## src/rtl/axis_pkt_arb_mux_pkg.sv

```systemverilog
// axis_pkt_arb_mux_pkg: shared FSM state type, arbitration-mode codes, the marker
// tuser bit and the source-index width helper for the packet arbiter mux.
package axis_pkt_arb_mux_pkg;

    typedef enum logic [1:0] {IDLE, PASS, FLUSH, DRAIN} state_t;

    localparam int ARB_RR    = 0;
    localparam int ARB_FIXED = 1;

    // Replicated across the full tuser width to form the forced-termination marker.
    localparam logic MARKER_TUSER_BIT = 1'b1;

    function automatic int src_width(input int n);
        return (n > 1) ? $clog2(n) : 1;
    endfunction

endpackage

```

## src/rtl/axis_arb_pick.sv

```systemverilog
// axis_arb_pick: combinational arbiter, round-robin from ptr+1 or fixed lowest-index.
//   req   in  N   request vector
//   ptr   in  SW  last granted index (round-robin only)
//   fixed in  1   1 = lowest set index wins, 0 = search from ptr+1 with wrap
//   gnt   out N   one-hot grant
//   idx   out SW  binary index of the grant
//   any   out 1   at least one request present
module axis_arb_pick #(
    parameter int N  = 4,
    parameter int SW = 2
) (
    input  logic [N-1:0]  req,
    input  logic [SW-1:0] ptr,
    input  logic          fixed,
    output logic [N-1:0]  gnt,
    output logic [SW-1:0] idx,
    output logic          any
);

    assign any = |req;

    // Walk candidates from lowest to highest priority so the last hit is the winner.
    always_comb begin : pick
        logic [SW-1:0] c;
        gnt = '0;
        idx = '0;
        c   = '0;
        for (int k = N - 1; k >= 0; k--) begin
            c = fixed ? SW'(k) : SW'((int'(ptr) + 1 + k) % N);
            if (req[c]) begin
                gnt    = '0;
                gnt[c] = 1'b1;
                idx    = c;
            end
        end
    end

endmodule

```

## src/rtl/axis_pkt_arb_mux.sv

```systemverilog
// axis_pkt_arb_mux: packet-granular AXI-Stream mux with registered output slice.
//   s_clk, arst (async, active-high)
//   s_tvalid/s_tready/s_tlast [NUM_SOURCES], s_tuser/s_tdata packed per source
//   m_tvalid/m_tlast/m_tuser/m_tdata/m_tdest (registered), m_tready
//   busy        : FSM not in IDLE
//   timeout_err : one-cycle pulse on a forced packet termination
// Optional stall timeout compiled in with AXIS_PKT_ARB_MUX_TIMEOUT_EN.
module axis_pkt_arb_mux
    import axis_pkt_arb_mux_pkg::*;
#(
    parameter  int DATA_WIDTH     = 32,
    parameter  int USER_WIDTH     = 8,
    parameter  int NUM_SOURCES    = 4,
    parameter  int ARB_MODE       = ARB_RR,
    parameter  int TIMEOUT_CYCLES = 128,
    localparam int SRC_W          = src_width(NUM_SOURCES)
) (
    input  logic                              s_clk,
    input  logic                              arst,
    input  logic [NUM_SOURCES-1:0]            s_tvalid,
    output logic [NUM_SOURCES-1:0]            s_tready,
    input  logic [NUM_SOURCES-1:0]            s_tlast,
    input  logic [USER_WIDTH*NUM_SOURCES-1:0] s_tuser,
    input  logic [DATA_WIDTH*NUM_SOURCES-1:0] s_tdata,
    output logic                              m_tvalid,
    output logic                              m_tlast,
    input  logic                              m_tready,
    output logic [USER_WIDTH-1:0]             m_tuser,
    output logic [DATA_WIDTH-1:0]             m_tdata,
    output logic [SRC_W-1:0]                  m_tdest,
    output logic                              busy,
    output logic                              timeout_err
);

    state_t                 state, nstate;
    logic [SRC_W-1:0]       g, ptr, pick_idx;
    logic [NUM_SOURCES-1:0] pick_gnt, gnt_q;
    logic                   any, sel_valid, sel_last, slice_free, load, ld_last;
    logic [USER_WIDTH-1:0]  ld_user;
    logic [DATA_WIDTH-1:0]  ld_data;

`ifdef AXIS_PKT_ARB_MUX_TIMEOUT_EN
    localparam int CNT_W = $clog2(TIMEOUT_CYCLES);
    logic [CNT_W-1:0] cnt;
    logic             tout;
`endif

    axis_arb_pick #(.N(NUM_SOURCES), .SW(SRC_W)) u_pick (
        .req  (s_tvalid),
        .ptr  (ptr),
        .fixed(ARB_MODE == ARB_FIXED),
        .gnt  (pick_gnt),
        .idx  (pick_idx),
        .any  (any)
    );

    assign busy = state != IDLE;

    always_comb begin
        nstate     = state;
        slice_free = !m_tvalid || m_tready;
        sel_valid  = s_tvalid[g];
        sel_last   = s_tlast[g];
        s_tready   = '0;
        load       = 1'b0;
        ld_last    = sel_last;
        ld_user    = s_tuser[g*USER_WIDTH +: USER_WIDTH];
        ld_data    = s_tdata[g*DATA_WIDTH +: DATA_WIDTH];
`ifdef AXIS_PKT_ARB_MUX_TIMEOUT_EN
        tout       = 1'b0;
`endif
        case (state)
            IDLE: nstate = any ? PASS : IDLE;
            PASS: begin
                s_tready = slice_free ? gnt_q : '0;
                load     = sel_valid && slice_free;
                if (load && sel_last)
                    nstate = IDLE;
`ifdef AXIS_PKT_ARB_MUX_TIMEOUT_EN
                else if (!sel_valid && cnt == CNT_W'(TIMEOUT_CYCLES - 1)) begin
                    tout   = 1'b1;
                    nstate = FLUSH;
                end
`endif
            end
`ifdef AXIS_PKT_ARB_MUX_TIMEOUT_EN
            // Close the packet downstream with a marker beat, then swallow the rest upstream.
            FLUSH: begin
                load    = slice_free;
                ld_last = 1'b1;
                ld_user = {USER_WIDTH{MARKER_TUSER_BIT}};
                ld_data = '0;
                nstate  = slice_free ? DRAIN : FLUSH;
            end
            DRAIN: begin
                s_tready = gnt_q;
                nstate   = (sel_valid && sel_last) ? IDLE : DRAIN;
            end
`endif
            default: nstate = IDLE;
        endcase
    end

    always_ff @(posedge s_clk or posedge arst)
        if (arst) state <= IDLE;
        else      state <= nstate;

    always_ff @(posedge s_clk or posedge arst) begin
        if (arst) begin
            g        <= '0;
            gnt_q    <= '0;
            ptr      <= SRC_W'(NUM_SOURCES - 1);
            m_tvalid <= 1'b0;
            m_tlast  <= 1'b0;
            m_tuser  <= '0;
            m_tdata  <= '0;
            m_tdest  <= '0;
        end else begin
            if (state == IDLE && any) begin
                g     <= pick_idx;
                gnt_q <= pick_gnt;
                if (ARB_MODE == ARB_RR)
                    ptr <= pick_idx;
            end
            if (load) begin
                m_tvalid <= 1'b1;
                m_tlast  <= ld_last;
                m_tuser  <= ld_user;
                m_tdata  <= ld_data;
                m_tdest  <= g;
            end else if (m_tready) begin
                m_tvalid <= 1'b0;
            end
        end
    end

`ifdef AXIS_PKT_ARB_MUX_TIMEOUT_EN
    // Counts consecutive cycles the granted source withholds data mid-packet.
    always_ff @(posedge s_clk or posedge arst) begin
        if (arst) begin
            cnt         <= '0;
            timeout_err <= 1'b0;
        end else begin
            timeout_err <= tout;
            cnt         <= (state == PASS && !sel_valid && !tout) ? cnt + 1'b1 : '0;
        end
    end
`else
    assign timeout_err = 1'b0;
`endif

endmodule

```

## config.mk

```make
export PLATFORM = sky130hd
export DESIGN_NAME = axis_pkt_arb_mux
export DESIGN_NICKNAME = d
export VERILOG_FILES = /design/src/rtl/axis_pkt_arb_mux_pkg.sv /design/src/rtl/axis_arb_pick.sv /design/src/rtl/axis_pkt_arb_mux.sv
export SDC_FILE = /design/constraint.sdc
export NUM_CORES = 1
export LEC_CHECK = 0
export CORE_MARGIN = 2
export CORE_UTILIZATION = 41
export CTS_CLUSTER_DIAMETER = 30
export DETAILED_ROUTE_END_ITERATION = 8
export PLACE_DENSITY = 0.87
export RECOVER_POWER = 100
export SLEW_MARGIN = 15
export SYNTH_ARGS = -nofsm -noshare
export SYNTH_HDL_FRONTEND = slang
export SYNTH_SLANG_ARGS = --single-unit
```

## constraint.sdc

```tcl
create_clock -name s_clk -period 4.25 [get_ports s_clk]
set_input_delay 1.0625 -clock s_clk [delete_from_list [all_inputs] [get_ports s_clk]]
set_output_delay 1.0625 -clock s_clk [all_outputs]
set_load 0.05 [all_outputs]
```

[Word level (Yosys, flattened, before mapping)]
Index checks and enable logic that the tools add are counted.
Storage, ports and cells
  register bits after elaboration: 54
  word-level logic and storage cells: 75
Cells by class
  add/sub/neg operators: 4
  $lt $le $gt $ge: 9
  equal/unequal tests: 2
  shifts and indexed selects: 2
  muxes and demuxes: 36
  reduce and logical (&&, ||, !) cells: 13
Operators by type and width (count)
  variable part select 128 x 8 -> 32 bit: 1
  variable part select 32 x 6 -> 8 bit: 1
  2-to-1 mux 4 bit: 6
  less-than comparator 2 x 3 -> 1 bit (second input constant): 5
  2-to-1 mux 1 bit: 14
  binary-select mux 1 bit (select 2 bit): 6
  2-to-1 mux 2 bit: 5
  demux 1 bit (select 2 bit): 4
  >= comparator 2 x 1 -> 1 bit (second input constant): 4
  logical AND 1 bit: 7
  adder 2 x 1 -> 2 bit (second input constant): 2
  adder 2 bit (second input constant): 2
  one-hot mux 2 bit (2 select lines): 1
  nonzero test 2 bit: 2
  OR reduction 4 bit: 1
  == test 2 x 1 -> 1 bit (second input constant): 1
  zero test 2 bit: 1
  != test 2 bit (second input constant): 1
  zero test 1 bit: 1
  logical OR 1 bit: 1

[Logic depth before layout (Yosys ltp)]
  word-level depth: 10
  gate-level depth with buffers: 9
  gate-level depth less buffers: 7

[Hierarchy]
A second synthesis with hierarchy kept.
Second synthesis, totals
  cells, all modules: 256
  area, all modules: 3480.8 µm²
Modules (own cells, without submodules)
  axis_pkt_arb_mux: instances 1, cells an instance 194, area an instance 3042.9 µm², seq. area each 1328.8 µm²
  axis_arb_pick: instances 1, cells an instance 62, area an instance 437.9 µm², seq. area each 0.0 µm²

[Worst setup path before layout]
No wires, ideal clock.
  path type: input-to-output
  start point: in m_tready
  end point: out s_tready[0]
  data arrival time: 1.678 ns
  required time: 3.188 ns
  slack: 1.510 ns
  cell stages on the path: 2
  cell sequence: nand2b_1 > and3_1
On the way
  word-level cells in the longest chain between the ends: 3
RTL lines
  start, declared: RTL line axis_pkt_arb_mux.sv:27  | input logic m_tready,
  logical OR 1 bit: RTL line axis_pkt_arb_mux.sv:61  | slice_free = !m_tvalid || m_tready;
  2-to-1 mux 4 bit: RTL line axis_pkt_arb_mux.sv:75  | s_tready = slice_free ? gnt_q : '0;
  2-to-1 mux 4 bit: RTL line axis_pkt_arb_mux.sv:72  | case (state)
  end, declared: RTL line axis_pkt_arb_mux.sv:21  | output logic [NUM_SOURCES-1:0] s_tready,
Every way passes these cells.

[Worst setup path in the final report]
  start point: in m_tready
  end point: out s_tready[3]
Same word-level chain as after synthesis.

==> impl_results.html <==
<table>
<tr><th>Metric</th><th>Value</th></tr>
<tr><th colspan="2">CTS</th></tr>
<tr><td>Post-CTS Hold Buffers</td><td>0</td></tr>
<tr><td>Setup repair bufs after CTS</td><td>0</td></tr>
<tr><td>Clock latency on the worst-skew pair</td><td>0.30 ns</td></tr>
<tr><td>CTS tree</td><td>built</td></tr>
<tr><td>Number of CTS-inserted buffers</td><td>5</td></tr>
<tr><td>Clock tree root buffer cell</td><td>clkbuf_8</td></tr>
<tr><td>Clock transition at the registers of the reported paths</td><td>0.10 ns</td></tr>
<tr><td>Sinks on Clock Net</td><td>53</td></tr>
<tr><td>Worst-case clock buffer depth</td><td>2</td></tr>
<tr><td>Total number of H-tree levels</td><td>2</td></tr>
<tr><td>Number of gates resized after CTS</td><td>0</td></tr>
<tr><th colspan="2">Critical path</th></tr>
<tr><td>Maximum fanout along the worst path</td><td>6</td></tr>
<tr><td>Type of the worst setup path</td><td>in2out</td></tr>
<tr><td>Data required time of the worst path</td><td>around 3.2 ns</td></tr>
<tr><td>Startpoint type of the worst setup path</td><td>input port</td></tr>
<tr><td>Critical path capture point type</td><td>primary output</td></tr>
<tr><td>Endpoint arrival time on the critical path</td><td>~2.8 ns</td></tr>
<tr><th colspan="2">Placement</th></tr>
<tr><td>Weighted congestion at the end of routability-driven global placement</td><td>0.919</td></tr>
<tr><td>Detailed placer's ending HPWL</td><td>9120 microns</td></tr>
<tr><td>Inst Count DP</td><td>558</td></tr>
<tr><td>Count of buffers from port buffering</td><td>219</td></tr>
<tr><th colspan="2">STA</th></tr>
<tr><td>Post-route clock period utilization</td><td>roughly nine tenths</td></tr>
<tr><td>Final Slew Violations</td><td>0</td></tr>
<tr><td>Final hold violations</td><td>0</td></tr>
<tr><td>Max transition margin</td><td>a little over a fifth</td></tr>
<tr><td>Upper clock frequency limit</td><td>around 0.26 GHz</td></tr>
<tr><td>Worst Tran Pin Value</td><td>1.19 ns</td></tr>
<tr><td>Final setup violation count</td><td>0</td></tr>
<tr><td>Post-route clock skew</td><td>~0.0087 ns</td></tr>
<tr><td>Unrepaired setup endpoints after global routing</td><td>false</td></tr>
<tr><td>Summed negative setup slack over all endpoints</td><td>0 ns</td></tr>
<tr><td>Min Tclk post-route</td><td>roughly 3.8 ns</td></tr>
<tr><th colspan="2">Route</th></tr>
<tr><td>Routed length per placed instance</td><td>~20 microns</td></tr>
<tr><td>Via total after detailed routing</td><td>3080</td></tr>
<tr><td>DRC errors left</td><td>0</td></tr>
<tr><td>Total Routed Length</td><td>~11000 microns</td></tr>
<tr><td>Detailed Route Iter0 Violations</td><td>110</td></tr>
<tr><td>Detail Route Antenna Nets</td><td>0</td></tr>
<tr><td>Routed vias/inst</td><td>roughly 5.4</td></tr>
<tr><td>Pre-Repair DR Iteration Count</td><td>4</td></tr>
<tr><th colspan="2">Yosys</th></tr>
<tr><td>Unique masters post-synth</td><td>42</td></tr>
<tr><td>Yosys warning count</td><td>0</td></tr>
<tr><td>Nets in the synthesized netlist</td><td>426</td></tr>
<tr><td>Mapped cell area</td><td>around 3700 sq um</td></tr>
<tr><td>Part of the Yosys area used for sequential elements</td><td>35.7%</td></tr>
<tr><td>EDFF count, synth</td><td>0</td></tr>
<tr><td>Flop and latch count out of synthesis</td><td>53</td></tr>
<tr><td>Post-Syn Area per Cell</td><td>between 15 and 20 sq um</td></tr>
<tr><td>Share of flip-flops with an asynchronous set or reset after synthesis</td><td>100%</td></tr>
<tr><td>Flip-flop cell with the highest count after synthesis</td><td>dfrtp_1</td></tr>
<tr><td>Cell count after synthesis</td><td>248</td></tr>
<tr><th colspan="2">Power</th></tr>
<tr><td>Power density relative to cell area</td><td>726 nW/um^2</td></tr>
<tr><td>Static Leakage</td><td>~2.3 nW</td></tr>
<tr><td>Worst-case vdd ir drop</td><td>0.525 mV</td></tr>
<tr><th colspan="2">Finish</th></tr>
<tr><td>Layout Area Growth over Synthesis</td><td>56.8%</td></tr>
<tr><td>Most used cells in the layout excluding fill and tap cells</td><td>clkdlybuf4s50_1, dlygate4sd3_1, dfrtp_1</td></tr>
<tr><td>Leading cell type in the layout, fill and taps excluded</td><td>clkdlybuf4s50_1</td></tr>
<tr><td>Antenna diode count</td><td>0</td></tr>
<tr><td>Number of nets in the layout</td><td>635</td></tr>
<tr><td>Layout cells sized above 1</td><td>about 14%</td></tr>
<tr><td>Final non-filler cell total</td><td>566</td></tr>
<tr><th colspan="2">Global routing</th></tr>
<tr><td>Largest net degree at the start of global routing</td><td>44</td></tr>
<tr><td>Number of global-route vias before repair</td><td>3320</td></tr>
<tr><td>Wire length of the first global-routing pass</td><td>between 15000 and 20000 microns</td></tr>
<tr><td>Global route total overflow</td><td>0</td></tr>
<tr><td>Initial antenna violation count</td><td>0</td></tr>
<tr><td>Global routing usage summed across all routing layers</td><td>23.0%</td></tr>
<tr><th colspan="2">Die</th></tr>
<tr><td>Die height</td><td>between 90 and 100 microns</td></tr>
<tr><td>Horizontal extent of the die</td><td>99.3 microns</td></tr>
<tr><td>Io pins</td><td>221</td></tr>
<tr><td>Initial core utilization</td><td>a little over two fifths</td></tr>
<tr><td>Num rows</td><td>34</td></tr>
<tr><td>Floorplan die area</td><td>9860 sq um</td></tr>
<tr><td>Placeable core region</td><td>~8800 sq um</td></tr>
<tr><th colspan="2">Outcome</th></tr>
<tr><td>Run status</td><td>finished clean</td></tr>
<tr><th colspan="2">Flow run</th></tr>
<tr><td>Maximum Capacitance Violations</td><td>0</td></tr>
<tr><th colspan="2">Hold path</th></tr>
<tr><td>Type of the tightest min-delay check</td><td>reg2reg</td></tr>
</table>
## through the flow
stage               utilization (%)  power [mW]  setup WS [ns]  hold WS, ns  cell area [sq um]
floorplan                         -        3.52           1.51        0.546               3720
global placement               67.4        4.32          0.488        0.461               5910
detailed placement             67.4        4.38          0.493        0.476               5910
CTS                            68.7        4.75          0.475        0.499               6020
global route                   66.6        4.49          0.357        0.505               5840
finish                         66.6        4.24          0.405        0.483               5840
## flip-flops by register name, indices dropped and copies added (netlist names)
register	cells
m_tdest	2
state	1
m_tvalid	1
m_tdata	32
g	2
m_tuser	8
gnt_q	4
ptr	2
m_tlast	1
## power by group
part / switching, mW / internal [mW]
sequential: 0.202 / 0.784
combinational: 1.70 / 1.20
clock: 0.167 / 0.177
## cells by family (layout without fill, tap and decap cells)
logic type	count (synthesis)	in the layout	synth area share, %
flip-flops	53	53	35.7
buffers and inverters	24	234	4.94
other	1	1	0.101
multiplexers	95	95	45.9
AND/OR/NAND/NOR	39	39	6.01
adder cells (fa/ha/maj)	7	7	2.35
AO/OA/AOI/OAI	29	29	5.07
## layout make-up
| type | count | area, sq um |
|---|---|---|
| multi-input combinational | 171 | 2040 |
| timing repair buffer | 222 | 2210 |
| clock inverter | 3 | 43.8 |
| sequential | 53 | 1330 |
| tap | 108 | 135 |
| fill | 691 | 2920 |
| clock buffer | 5 | 68.8 |
| inverter | 4 | 15.0 |
## worst max-delay path: stages
cell and delay (ns):
clkdlybuf4s50_1 0.45, nand2b_1 0.21, and3_1 0.19, dlygate4sd3_1 0.87
## final timing paths
kind / startpoint / to / slack [ns] / depth (start not counted)
max in group asynchronous: arst / m_tdest[1]$_DFFE_PP0P_ / 1.08 / 3
worst max-delay path: m_tready / s_tready[3] / 0.40 / 4
min in group asynchronous: arst / m_tdata[20]$_DFFE_PP0P_ / 1.51 / 2
worst min register to register: m_tlast$_DFFE_PP0P_ / m_tlast$_DFFE_PP0P_ / 0.48 / 1
worst min-delay path: m_tlast$_DFFE_PP0P_ / m_tlast$_DFFE_PP0P_ / 0.48 / 1
worst max register to register: g[0]$_DFFE_PP0P_ / m_tuser[4]$_DFFE_PP0P_ / 1.52 / 3
## synthesized netlist by cell type, types with 3 or more instances
cell      count  area share, %
a21oi_1       6           0.81
a31oi_1       5           0.84
and3_1        6            1.0
buf_12        4            2.1
buf_2         7           0.94
clkbuf_1      5           0.50
dfrtp_1      51             34
ha_1          7            2.4
inv_1         3           0.30
mux2_1        3           0.91
mux2_4       40             16
mux2i_1       6            1.6
mux4_2       43             26
nand2_1       9           0.91
nand2b_1      3           0.50
nand3_1       3           0.40
nand3b_1      4           0.81
nor2_1        7           0.71
o21ai_0       6           0.81
## routing by layer
| layer | part of all wire, % | GRT usage (%) |
|---|---|---|
| met1 | 37 | 26.7 |
| met2 | 54 | 42.4 |
| met3 | 6.8 | 5.06 |
| met4 | 2.5 | 7.17 |
| met5 | 0 | 0 |
No activity file was read; power rests on OpenSTA's default activity.
